$ cat config.mk
export PLATFORM = sky130hd
export DESIGN_NAME = mul_iter_unit
export DESIGN_NICKNAME = d
export VERILOG_FILES = /design/src/rtl/mul_pkg.sv /design/src/rtl/mul_digit_step.sv /design/src/rtl/mul_iter_unit.sv
export SDC_FILE = /design/constraint.sdc
export NUM_CORES = 2
export LEC_CHECK = 0
export ABC_AREA = 1
export BUFFER_PORTS_ARGS = -buffer_cell sky130_fd_sc_hd__buf_2
export CORE_MARGIN = 3
export CORE_UTILIZATION = 35
export CTS_CLUSTER_DIAMETER = 80
export DETAILED_ROUTE_END_ITERATION = 10
export SKIP_LAST_GASP = 1
export SYNTH_ARGS = -nofsm -noshare
export SYNTH_HDL_FRONTEND = slang
export SYNTH_SLANG_ARGS = --single-unit
$ cat constraint.sdc
create_clock -name clk -period 17.3 [get_ports clk]
set_input_delay 3.46 -clock clk [delete_from_list [all_inputs] [get_ports clk]]
set_output_delay 3.46 -clock clk [all_outputs]
set_load 0.05 [all_outputs]
$ cat src/rtl/mul_pkg.sv
// Shared definitions for the iterative multiplier: RISC-V M-extension
// multiply modes and the sequencer state encoding.
package mul_pkg;

  localparam logic [1:0] OP_MUL    = 2'b00;
  localparam logic [1:0] OP_MULH   = 2'b01;
  localparam logic [1:0] OP_MULHSU = 2'b10;
  localparam logic [1:0] OP_MULHU  = 2'b11;

  typedef enum logic [1:0] {
    S_IDLE = 2'b00,
    S_CALC = 2'b01,
    S_FIX  = 2'b10,
    S_DONE = 2'b11
  } state_t;

endpackage

$ cat src/rtl/mul_digit_step.sv
// One radix-2^DIGIT partial-product accumulation: hi + mcand * digit.
module mul_digit_step #(
  parameter int WIDTH = 64,
  parameter int DIGIT = 4
) (
  input  logic [WIDTH+DIGIT-1:0] hi,
  input  logic [WIDTH-1:0]       mcand,
  input  logic [DIGIT-1:0]       digit,
  output logic [WIDTH+DIGIT-1:0] sum
);

  assign sum = hi + ((WIDTH+DIGIT)'(mcand) * (WIDTH+DIGIT)'(digit));

endmodule

$ cat src/rtl/mul_iter_unit.sv
// Iterative sign/magnitude multiplier for MUL/MULH/MULHSU/MULHU, retiring
// DIGIT multiplier bits per cycle with a fixed latency of WIDTH/DIGIT + 2.
module mul_iter_unit
  import mul_pkg::*;
#(
  parameter int WIDTH = 64,
  parameter int DIGIT = 4
) (
  input  logic             clk,
  input  logic             reset,
  input  logic             start,
  input  logic [1:0]       op,
  input  logic [WIDTH-1:0] a,
  input  logic [WIDTH-1:0] b,
  input  logic             kill,
  output logic             busy,
  output logic             done,
  output logic [WIDTH-1:0] result
);

  localparam int N     = WIDTH / DIGIT;
  localparam int CNT_W = (N > 1) ? $clog2(N) : 1;
  localparam logic [CNT_W-1:0] CNT_LAST = CNT_W'(N - 1);

  state_t                 state_q, state_d;
  logic [CNT_W-1:0]       cnt_q;
  logic [1:0]             op_q;
  logic                   neg_q;
  logic [WIDTH-1:0]       mcand_q;
  logic [WIDTH+DIGIT-1:0] hi_q;
  logic [WIDTH-1:0]       lo_q;
  logic [WIDTH-1:0]       result_q;

  logic                   load;
  logic                   signed_a, signed_b, neg_a, neg_b;
  logic [WIDTH-1:0]       mag_a, mag_b;
  logic [WIDTH+DIGIT-1:0] sum;
  logic [2*WIDTH-1:0]     product, product_fix;

  assign load = start && !kill && (state_q == S_IDLE || state_q == S_DONE);

  always_comb begin
    signed_a = (op == OP_MULH) || (op == OP_MULHSU);
    signed_b = (op == OP_MULH);
    neg_a    = signed_a && a[WIDTH-1];
    neg_b    = signed_b && b[WIDTH-1];
    mag_a    = neg_a ? -a : a;
    mag_b    = neg_b ? -b : b;
  end

  mul_digit_step #(
    .WIDTH(WIDTH),
    .DIGIT(DIGIT)
  ) u_step (
    .hi   (hi_q),
    .mcand(mcand_q),
    .digit(lo_q[DIGIT-1:0]),
    .sum  (sum)
  );

  // Negating the full double-width product keeps MUL's low half correct too.
  always_comb begin
    product     = {hi_q[WIDTH-1:0], lo_q};
    product_fix = neg_q ? -product : product;
  end

  always_ff @(posedge clk or posedge reset) begin
    if (reset) state_q <= S_IDLE;
    else       state_q <= state_d;
  end

  always_comb begin
    state_d = state_q;
    unique case (state_q)
      S_IDLE: if (start) state_d = S_CALC;
      S_CALC: if (cnt_q == CNT_LAST) state_d = S_FIX;
      S_FIX:  state_d = S_DONE;
      S_DONE: state_d = start ? S_CALC : S_IDLE;
      default: state_d = S_IDLE;
    endcase
    if (kill) state_d = S_IDLE;
  end

  always_ff @(posedge clk or posedge reset) begin
    if (reset) begin
      cnt_q    <= '0;
      op_q     <= '0;
      neg_q    <= 1'b0;
      mcand_q  <= '0;
      hi_q     <= '0;
      lo_q     <= '0;
      result_q <= '0;
    end else if (load) begin
      cnt_q   <= '0;
      op_q    <= op;
      neg_q   <= neg_a ^ neg_b;
      mcand_q <= mag_a;
      hi_q    <= '0;
      lo_q    <= mag_b;
    end else if (!kill) begin
      if (state_q == S_CALC) begin
        cnt_q <= cnt_q + CNT_W'(1);
        hi_q  <= sum >> DIGIT;
        lo_q  <= {sum[DIGIT-1:0], lo_q[WIDTH-1:DIGIT]};
      end
      if (state_q == S_FIX) begin
        result_q <= (op_q == OP_MUL) ? product_fix[WIDTH-1:0]
                                     : product_fix[2*WIDTH-1:WIDTH];
      end
    end
  end

  assign busy   = (state_q == S_CALC) || (state_q == S_FIX);
  assign done   = (state_q == S_DONE);
  assign result = result_q;

endmodule

==> run metrics <==
status=finished, final reports clean; Synth cell types=50; Post-Synthesis Cells=5299; number of synthesized flops with an enable pin=0; Syn Area/Cell=6.02 µm²; Cell Area, Synth=31900 µm²; Clock Latency Late Sink=590 ps; Longest Clk Path Bufs=3; 1st-pass router iterations=6; largest net degree at the start of global routing=151; Fmax=166 MHz; Reg clk slew, reported paths=60 ps; syn_nets=5706; initial antenna violation count=5; Worst slew margin=30.3%; Hold Path Stages=2; Register Area=6640 µm²; Top Ports=200; post-layout min period=6030 ps; leakage=0.0193 µW; max cap viols=0; HP Class=register to register; Req. time, crit path=17700 ps; vias in the first global route=33724; Post-Route Setup TNS=0 ps; hold_buf cts=0; Slew @ Worst Pin=1050 ps; commonest cells after routing, fill and taps aside=1496 x nand2_1, 1031 x inv_1, 659 x nor2_1; H-tree levels=2; setup violators final=0; clk_skew=31.2 ps; R2R cell count=19; grt ovf=0; share of flip-flops with an asynchronous set or reset=100%; share of cells above drive strength 1=6.71%; Post-synth top flop=dfrtp_1; Setup CP Type=primary input to register; PortBufs=199; core area=90100 µm²; CTS tree=yes; area of the multi-input gates=20700 µm²; pwr dens=228 nW/µm²; final net count=5820; post-synthesis register bit count=265; Final ANT Viol Nets=0; sequential fraction of the synthesis area=20.8%; Setup crit start kind=primary input; post-cts resize count=0; 1st-iter DRT viols=2467; Die H=308 µm; Area Overhead vs Synth=10.8%; HPWL after DPL=115 mm; first-pass GRT wire length=208 mm; Root Driver=clkbuf_16; postcts setup bufs=0; final hold violation count=0; wire per inst=20.9 µm; Max IR drop VDD=0.0000932 V; Core Util, Final=39.2%; Initial Utilization=35.4%; # DRC=0; gpl congestion=1.03; Via density=5.16; cts bufs inserted=37; die extent in x=308 µm; most common cell after layout, fill and taps aside=nand2_1; CP Max Fanout=85; RSZ-0062 raised after global routing=no; final number of max-transition violations=0; clock sink count=265; Worst EP arrival=6420 ps; Tcrit/Tclk final=34.8%; FP Rows=110; die area=94700 µm²; fillers=9957; vias=34143; Total GRT Usage=28.9%; final wirelength=138 mm; Synth Warn #=0; Setup crit end kind=register
-- state kept, by name, indices dropped and copies added (netlist names) --
| name | count |
|---|---|
| op_q | 2 |
| lo_q | 64 |
| hi_q | 64 |
| mcand_q | 64 |
| state_q | 2 |
| result | 64 |
| neg_q | 1 |
| cnt_q | 4 |
-- final timing paths --
kind / start / end / slack (ps)
worst min-delay path: result[60] / result[60] / 480
worst max register to register: lo_q[3] / hi_q[57] / 11880
worst min register to register: result[60] / result[60] / 480
min in group asynchronous: reset / lo_q[7] / 3050
worst max-delay path: kill / hi_q[48] / 11270
max in group asynchronous: reset / mcand_q[60] / 12830
-- worst max-delay path: stages --
cell	delay [ps]
buf_2	120
nor3_4	140
buf_4	410
clkinv_2	340
nand2_2	120
buf_4	780
inv_2	650
nand3_1	240
o21ai_0	100
-- area by class of cell --
class | count | share of cell area (%)
diodes | 2 | 0.0142
clock buffers | 51 | 3.00
clock inverters | 16 | 0.765
inverters | 1058 | 11.3
multi-input cells | 3831 | 58.7
flip-flops and latches | 265 | 18.8
well taps | 1176 | 4.16
repair buffers | 220 | 3.34
-- Yosys cell counts (23+ instances only) --
cell | n | share of area [%]
o221ai_1 | 32 | 0.88
dfrtp_1 | 265 | 21
fa_1 | 187 | 12
nand3_1 | 483 | 7.6
o21ai_1 | 24 | 0.38
xor2_1 | 36 | 0.99
nor2_2 | 23 | 0.45
nand4_1 | 87 | 1.7
ha_1 | 86 | 3.4
clkbuf_1 | 100 | 1.2
inv_1 | 1034 | 12
nor3_1 | 43 | 0.68
inv_2 | 24 | 0.28
a21oi_1 | 254 | 4.0
o22ai_1 | 26 | 0.51
nor2_1 | 661 | 7.8
o21ai_0 | 255 | 4.0
nand2_1 | 1498 | 18
-- per-layer routing --
metal | up-vias | GRT usage [%] | routed length, µm
met1 | 15889 | 35.0 | 56300
met3 | 357 | 4.50 | 8120
met2 | 1159 | 48.5 | 63800
met4 | 4 | 17.4 | 9980
li1 | 16734 | - | -
met5 | - | 0 | 22
-- kinds of logic (layout without fill, tap and decap cells) --
kind of cell	count (synthesis)	after routing	synth area share, %
other cells	0	2	0
compound gates	654	654	11.2
simple gates	2860	2860	37.4
xor+xnor	43	43	1.18
mux	1	1	0.0314
flops	265	265	20.8
buf+inv	1203	1345	14.3
fa+ha+maj	273	273	15.1
-- report_power, final --
group | internal [µW] | switching (µW) | total (µW) | leakage [µW]
sequential | 898 | 396 | 1290 | 0.00329
clock | 523 | 325 | 848 | 0.000656
combinational | 1720 | 4200 | 5920 | 0.0154
-- stage by stage --
step	instance area (µm²)	hold slack [ps]	worst slack [ps]	std cells	power [µW]
3_5_place_dp	34000	463	10730	6550	7140
5_1_grt	35300	502	11020	6618	8860
3_3_place_gp	34000	462	10740	6550	7120
6_report	35300	476	11270	6619	8060
2_1_floorplan	31900	443	6540	5299	5220
4_1_cts	35300	478	11320	6617	8020
No activity file was read; power rests on OpenSTA's default activity.
